**config.mk**
```make
export PLATFORM = sky130hd
export DESIGN_NAME = mmcm_ps_responder
export DESIGN_NICKNAME = d
export VERILOG_FILES = /design/src/rtl/mmcm_servo_pkg.sv /design/src/rtl/mmcm_ps_phase_acc.sv /design/src/rtl/mmcm_ps_responder.sv
export SDC_FILE = /design/constraint.sdc
export NUM_CORES = 1
export LEC_CHECK = 0
export CORE_ASPECT_RATIO = 2
export CORE_UTILIZATION = 40
export CTS_CLUSTER_DIAMETER = 100
export CTS_CLUSTER_SIZE = 30
export DETAILED_ROUTE_END_ITERATION = 8
export PLACE_DENSITY_LB_ADDON = 0.15
export SLEW_MARGIN = 15
export SYNTH_ARGS = -nofsm -noshare
export SYNTH_HDL_FRONTEND = slang
export SYNTH_HIERARCHICAL = 1
export SYNTH_SLANG_ARGS = --single-unit
```
**constraint.sdc**
```tcl
create_clock -name clk_in -period 3.03 [get_ports clk_in]
set_clock_uncertainty 0.05 [all_clocks]
set_input_delay 0.4545 -clock clk_in [delete_from_list [all_inputs] [get_ports clk_in]]
set_output_delay 0.4545 -clock clk_in [all_outputs]
set_load 0.01 [all_outputs]
```
**src/rtl/mmcm_servo_pkg.sv**
```systemverilog
// Shared types and defaults for the MMCM phase-shift servo and its responder model.
package mmcm_servo_pkg;

    typedef enum logic {
        PS_IDLE = 1'b0,
        PS_BUSY = 1'b1
    } ps_state_t;

    localparam int MMCM_PS_LATENCY_DEFAULT = 12;
    localparam int MMCM_PS_STEPS_DEFAULT   = 448;

    // Wide enough for PS_LATENCY-1 across the whole 2..255 latency range.
    localparam int PS_CNT_W = 8;

endpackage

```
**src/rtl/mmcm_ps_phase_acc.sv**
```systemverilog
// Modulo-STEPS_PER_PERIOD up/down phase accumulator with a one-cycle wrap pulse.
module mmcm_ps_phase_acc #(
    parameter int STEPS_PER_PERIOD = 448,
    parameter int PHASE_W          = 16
) (
    input  logic               clk,
    input  logic               rst,
    input  logic               step_en,
    input  logic               dir,
    output logic [PHASE_W-1:0] pos,
    output logic               wrap
);

    localparam logic [PHASE_W-1:0] POS_MAX = PHASE_W'(STEPS_PER_PERIOD - 1);

    // NOTE: sequential state uses non-blocking assignments so every flop samples
    // pre-edge values regardless of statement order.
    always_ff @(posedge clk) begin
        if (rst) begin
            pos  <= '0;
            wrap <= 1'b0;
        end else begin
            wrap <= 1'b0;
            if (step_en) begin
                if (dir) begin
                    if (pos == POS_MAX) begin
                        pos  <= '0;
                        wrap <= 1'b1;
                    end else begin
                        pos <= pos + PHASE_W'(1);
                    end
                end else begin
                    if (pos == '0) begin
                        pos  <= POS_MAX;
                        wrap <= 1'b1;
                    end else begin
                        pos <= pos - PHASE_W'(1);
                    end
                end
            end
        end
    end

endmodule

```
**src/rtl/mmcm_ps_responder.sv**
```systemverilog
// Responder side of the MMCM PSEN/PSINCDEC/PSDONE handshake with a phase position readout.
// Optional macro MMCM_PS_LOCK_GATE_EN adds locked_in gating of requests.
module mmcm_ps_responder
    import mmcm_servo_pkg::*;
#(
    parameter int PS_LATENCY       = MMCM_PS_LATENCY_DEFAULT,
    parameter int STEPS_PER_PERIOD = MMCM_PS_STEPS_DEFAULT,
    parameter int PHASE_W          = 16
) (
    input  logic               clk_in,
    input  logic               reset_in,
`ifdef MMCM_PS_LOCK_GATE_EN
    input  logic               locked_in,
`endif
    input  logic               psen_in,
    input  logic               psincdec_in,
    output logic               psdone_out,
    output logic               ps_busy_out,
    output logic [PHASE_W-1:0] phase_pos_out,
    output logic               wrap_out,
    output logic               err_overlap_out
);

    localparam logic [PS_CNT_W-1:0] CNT_LOAD = PS_CNT_W'(PS_LATENCY - 1);
    localparam logic [PS_CNT_W-1:0] CNT_ONE  = PS_CNT_W'(1);

    ps_state_t           state, state_nxt;
    logic [PS_CNT_W-1:0] cnt, cnt_nxt;
    logic                dir_q, dir_nxt;
    logic                err_q, err_nxt;
    logic                psdone_q, psdone_nxt;
    logic                step_en;
    logic                lock_ok;

`ifdef MMCM_PS_LOCK_GATE_EN
    assign lock_ok = locked_in;
`else
    assign lock_ok = 1'b1;
`endif

    always_ff @(posedge clk_in) begin
        if (reset_in) begin
            state    <= PS_IDLE;
            cnt      <= '0;
            dir_q    <= 1'b0;
            err_q    <= 1'b0;
            psdone_q <= 1'b0;
        end else begin
            state    <= state_nxt;
            cnt      <= cnt_nxt;
            dir_q    <= dir_nxt;
            err_q    <= err_nxt;
            psdone_q <= psdone_nxt;
        end
    end

    // NOTE: every signal written here gets a default first, so no path can
    // leave one unassigned and infer a latch.
    always_comb begin
        state_nxt  = state;
        cnt_nxt    = cnt;
        dir_nxt    = dir_q;
        err_nxt    = err_q;
        psdone_nxt = 1'b0;
        step_en    = 1'b0;

        case (state)
            PS_IDLE: begin
                if (psen_in) begin
                    if (lock_ok) begin
                        state_nxt = PS_BUSY;
                        cnt_nxt   = CNT_LOAD;
                        dir_nxt   = psincdec_in;
                    end else begin
                        err_nxt = 1'b1;
                    end
                end
            end

            PS_BUSY: begin
                // Any request while busy, including the PSDONE cycle, is dropped.
                if (psen_in) begin
                    err_nxt = 1'b1;
                end
                if (!lock_ok || cnt == '0) begin
                    state_nxt = PS_IDLE;
                    cnt_nxt   = '0;
                end else begin
                    cnt_nxt = cnt - CNT_ONE;
                    // Step one cycle early so position and PSDONE appear together.
                    if (cnt == CNT_ONE) begin
                        step_en    = 1'b1;
                        psdone_nxt = 1'b1;
                    end
                end
            end

            default: begin
                state_nxt = PS_IDLE;
                cnt_nxt   = '0;
            end
        endcase
    end

    mmcm_ps_phase_acc #(
        .STEPS_PER_PERIOD(STEPS_PER_PERIOD),
        .PHASE_W         (PHASE_W)
    ) u_phase_acc (
        .clk    (clk_in),
        .rst    (reset_in),
        .step_en(step_en),
        .dir    (dir_q),
        .pos    (phase_pos_out),
        .wrap   (wrap_out)
    );

    assign psdone_out      = psdone_q;
    assign ps_busy_out     = (state == PS_BUSY);
    assign err_overlap_out = err_q;

endmodule

```
# Word-level counts from Yosys, hierarchy flattened
# Index checks and enable logic that the tools add are counted.
[word_totals]
mem_count = 0
mem_bits_ro = 0
latchBits = 0
ram_bits = 0
output_inout_bits = 20
reg_bits = 29
input_bits = 4
elab_cells = 38
[classes]
mux = 17
n_lt_le_gt_ge = 0
n_eq_ne = 4
n_mul = 0
n_div = 0
n_shift = 0
reduce_logical = 5
n_addsub = 3
bitwise = 2
[op_table]
columns = ["op", "n"]
rows = [
  ["two-way mux 16 bit", 3],
  ["adder 16 x 1 -> 16 bit, second input constant", 1],
  ["equality test 16 x 9 -> 1 bit, second input constant", 1],
  ["zero test 16 bit", 1],
  ["two-way mux 8 bit", 2],
  ["case mux 8 bit (2 select lines)", 1],
  ["subtractor 16 x 1 -> 16 bit, second input constant", 1],
  ["two-way mux 1 bit", 10],
  ["equality test 8 x 1 -> 1 bit, second input constant", 1],
  ["zero test 8 bit", 1],
  ["subtractor 8 x 1 -> 8 bit, second input constant", 1],
  ["!= test 2 bit, second input constant", 2],
  ["AND reduction 2 bit", 2],
  ["inverter 1 bit", 2],
  ["case mux 1 bit (2 select lines)", 1],
  ["OR reduction 2 bit", 1],
]

# Logic depth before layout (Yosys ltp)
[logic_depth]
word_depth = 6
depth_mapped = 9

# Hierarchy
# The synthesis kept the hierarchy.
[by_module_without_submodules]
columns = ["module", "seq_area_each_um2", "instances", "area_per_inst_um2", "cells_per_inst"]
rows = [
  ["mmcm_ps_phase_acc", 340.3, 1, 1602.8, 214],
  ["mmcm_ps_responder", 240.2, 1, 604.3, 65],
]

# Least setup slack after synthesis
# No wires, ideal clock.
[synth_path]
path_type = "reg-to-reg"
from = "register u_phase_acc.pos[1]"
to = "register u_phase_acc.pos[3]"
required_time_ns = 2.865
n_path_buf = 1
path_slack_ns = 0.619
synth_period_minus_slack_ns = 2.411
stages_incl_launch_ff = 8
t_arrival_ns = 2.247
setup_ns = 0.115
path_cell_list = "dfxtp_1 > ha_1 > or4b_1 > or4_4 > buf_6 > a311oi_2 > a31oi_1 > o21a_1"
[synth_via]
elab_chain_cells = 3
[synth_rtl]
columns = ["element", "line_no", "rtl"]
rows = [
  ["from (decl)", "mmcm_ps_phase_acc.sv:10", "output logic [PHASE_W-1:0] pos,"],
  ["from (signal assigned)", "mmcm_ps_phase_acc.sv:30", "pos <= pos + PHASE_W'(1);"],
  ["from (signal assigned)", "mmcm_ps_phase_acc.sv:37", "pos <= pos - PHASE_W'(1);"],
  ["subtractor 16 x 1 -> 16 bit (tied with other cells)", "mmcm_ps_phase_acc.sv:37", ""],
  ["two-way mux 16 bit (on tied branches)", "mmcm_ps_phase_acc.sv:33, mmcm_ps_phase_acc.sv:26", ""],
  ["two-way mux 16 bit (*)", "mmcm_ps_phase_acc.sv:25", "if (dir) begin"],
]
# Mark *: on every way between the ends. The rest lies on a longest branch, timed or not.
# A chain may end at the register's enable or synchronous reset.

# Worst setup path in the final report
[layout_path]
from = "register u_phase_acc.pos[0]"
to = "register u_phase_acc.pos[13]"
# The elaborated chain is that of the path after synthesis.

==> flow_metrics.tcl <==
set metrics [dict create \
    tns_ps 0 \
    design.core.area_um2 5230 \
    setup_viol 0 \
    r2r-end "u_phase_acc/pos[13]$_SDFFE_PP0P_" \
    htree_levels 2 \
    track_usage_pct 27.2 \
    synthCells 279 \
    synth_seq_area_share_pct 26.3 \
    synth_most_common_cell "dfxtp_1" \
    ys_seq_elements 29 \
    design_power_total_w 0.00109 \
    r2r-start "u_phase_acc/pos[0]$_SDFFE_PP0P_" \
    grt_first_pass_wirelength_mm 11.3 \
    synth_commonest_cells "29 x dfxtp_1, 25 x nor2_1, 14 x nand2_1, 13 x a21oi_1, 13 x nand3_1" \
    cts_buffers 5 \
    ctsRootBufferMaster "clkbuf_8" \
    syn_avg_cell_area_um2 7.91 \
    rows 37 \
    antennaDiodeCount 0 \
    fin_crit_ps 2820 \
    start_kind "flop" \
    clk_pin_slew_ps 60 \
    hold_end "err_overlap_out$_SDFFE_PP0P_" \
    dieArea_um2 5840 \
    cts_setup_buffers 0 \
    wirelength_mm 7.07 \
    areaGrowthSynthToFinish_pct 14.1 \
    synth_area_leaders "dfxtp_1 26%, nor2_1 4.3%, nand4_1 3.4%" \
    clock-sinks 29 \
    num_vias 2345 \
    synth-edff-count 0 \
    drive_above_1_share_pct 11.3 \
    dpl.hpwl_mm 5.17 \
    cellLeakagePower_nw 0.888 \
    pwr_density_cell_nw_per_um2 433 \
    grt_max_degree 34 \
    hp-class "reg2reg" \
    whs_path_depth 2 \
    worst_pin_slew_ps 782 \
    grt_overflow 0 \
    drt-initial-drc-count 89 \
    cp.required_ps 3160 \
    synthArstFlopShare_pct 0 \
    path_max_fanout 13 \
    worstHoldStart "err_overlap_out$_SDFFE_PP0P_" \
    ys.warnings.count 6 \
    pin_count 24 \
    status "complete, no violations" \
    max_freq_mhz 355 \
    io_buffers 23 \
    post-route-period-util_pct 93.0 \
    max_slew_margin_pct 47.7 \
    ir_drop_uv 269 \
    chipHeight_um 107 \
    worstSkewPairLatency_ps 300 \
    synth_area_um2 2210 \
    yosysUniqueCellTypes 66 \
    antenna_found_initial 0 \
    cts_buffer_depth 2 \
    yosysTopAreaCell "dfxtp_1" \
    finalMaxSlewViolations 0 \
    fin_nets 308 \
    cts_hold_buffers 0 \
    routedWlPerCell_um 19.7 \
    rsz0062_at_grt "no" \
    die_x_um 54.5 \
    dominantRegCellSynth "dfxtp_1" \
    ant_nets 0 \
    cap_violations 0 \
    drc 0 \
    rrSetupSlack_ps 210 \
    rr_worst_depth 6 \
    endpoint_kind "flop" \
    initial_core_util_pct 42.2 \
    tritoncts "built" \
    gp_congestion 0.887 \
    finalHoldViolations 0 \
    crit_arrival_ps 2950 \
    dr.pass1.iters 4 \
    synth.top_cell.area_share_pct 26.3 \
    post_cts_resized 0 \
    path_class "reg2reg" \
    grt_pass1_vias 2281 \
    syn_nets 288 \
    viasPerCell 6.55 \
]
==> layout make-up <==
cell class / count / area (µm²)
Fill cell: 539 / 2710
Timing Repair Buffer: 38 / 343
Sequential cell: 29 / 581
Tap cell: 58 / 72.6
Clock buffer: 8 / 80.1
Inverter: 13 / 48.8
Multi-Input combinational cell: 212 / 1390
==> per-layer routing <==
metal	vias up	track usage, %	part of all wire, %
met5	-	0	0
met4	0	24.2	8.7
met1	1084	25.2	36
met2	89	45.5	51
li1	1127	-	-
met3	45	6.52	4.2
==> worst max-delay path: stages (launching register included) <==
cell	delay, ps
dfxtp_1	540
ha_1	320
or4b_1	460
or4_4	550
nand2_1	290
a2111oi_0	140
or3_1	360
==> cells in the final DEF, fill, tap and decap left out, types with 4 or more instances in the layout <==
master	Yosys	final
nand3_1	13	13
o21ai_0	5	5
a211o_1	4	4
o31ai_1	5	5
nor4b_1	4	4
dfxtp_1	29	29
buf_4	3	15
clkbuf_8	5	5
and4_1	5	5
nor2_1	25	25
nand4_1	12	12
nor2b_1	4	4
inv_1	12	12
a211oi_1	5	5
o211ai_1	4	4
nand2_1	14	14
a21oi_1	13	13
nor4_1	9	9
and3_1	5	5
nor3_1	12	12
a31oi_1	11	11
clkdlybuf4s50_1	0	23
ha_1	5	5
==> flip-flops by register name (all words and copies together) (netlist names) <==
signal,flops
cnt,8
dir_q,1
err_overlap_out,1
ps_busy_out,1
psdone_out,1
u_phase_acc/pos,16
u_phase_acc/wrap,1
==> power by group <==
group / total (W) / internal [W] / switching [W]
Combinational: 0.000332 / 0.000141 / 0.000191
Sequential: 0.000431 / 0.000402 / 0.0000295
Clock: 0.000327 / 0.000163 / 0.000164
==> how the worst max path moves through the flow <==
stage	from	to	slack (ps)	depth (start not counted)
after floorplan	u_phase_acc/pos[1]$_SDFFE_PP0P_	u_phase_acc/pos[3]$_SDFFE_PP0P_	620	7
after global placement	u_phase_acc/pos[0]$_SDFFE_PP0P_	u_phase_acc/pos[13]$_SDFFE_PP0P_	360	6
after detailed placement	u_phase_acc/pos[0]$_SDFFE_PP0P_	u_phase_acc/pos[13]$_SDFFE_PP0P_	300	6
after CTS	u_phase_acc/pos[0]$_SDFFE_PP0P_	u_phase_acc/pos[13]$_SDFFE_PP0P_	300	6
after global routing	u_phase_acc/pos[0]$_SDFFE_PP0P_	u_phase_acc/pos[13]$_SDFFE_PP0P_	130	6
final	u_phase_acc/pos[0]$_SDFFE_PP0P_	u_phase_acc/pos[13]$_SDFFE_PP0P_	210	6
==> per-stage QoR <==
| stage | util (%) | cells | cell area [µm²] | hold slack (ps) | setup slack, ps |
|---|---|---|---|---|---|
| after floorplan | - | 279 | 2210 | 409 | 619 |
| after global placement | 46.6 | 350 | 2440 | 402 | 359 |
| after detailed placement | 46.6 | 350 | 2440 | 418 | 298 |
| after CTS | 48.1 | 358 | 2520 | 434 | 296 |
| after global routing | 48.1 | 358 | 2520 | 450 | 133 |
| final | 48.1 | 358 | 2520 | 433 | 212 |
==> logic make-up after synthesis <==
family,after synthesis,synth area share (%)
flops,29,26.3
simple gates,126,32.9
mux,4,1.87
compound gates,77,25.5
fa+ha+maj,5,2.83
buf+inv,38,10.6
No activity file was read; power rests on OpenSTA's default activity.
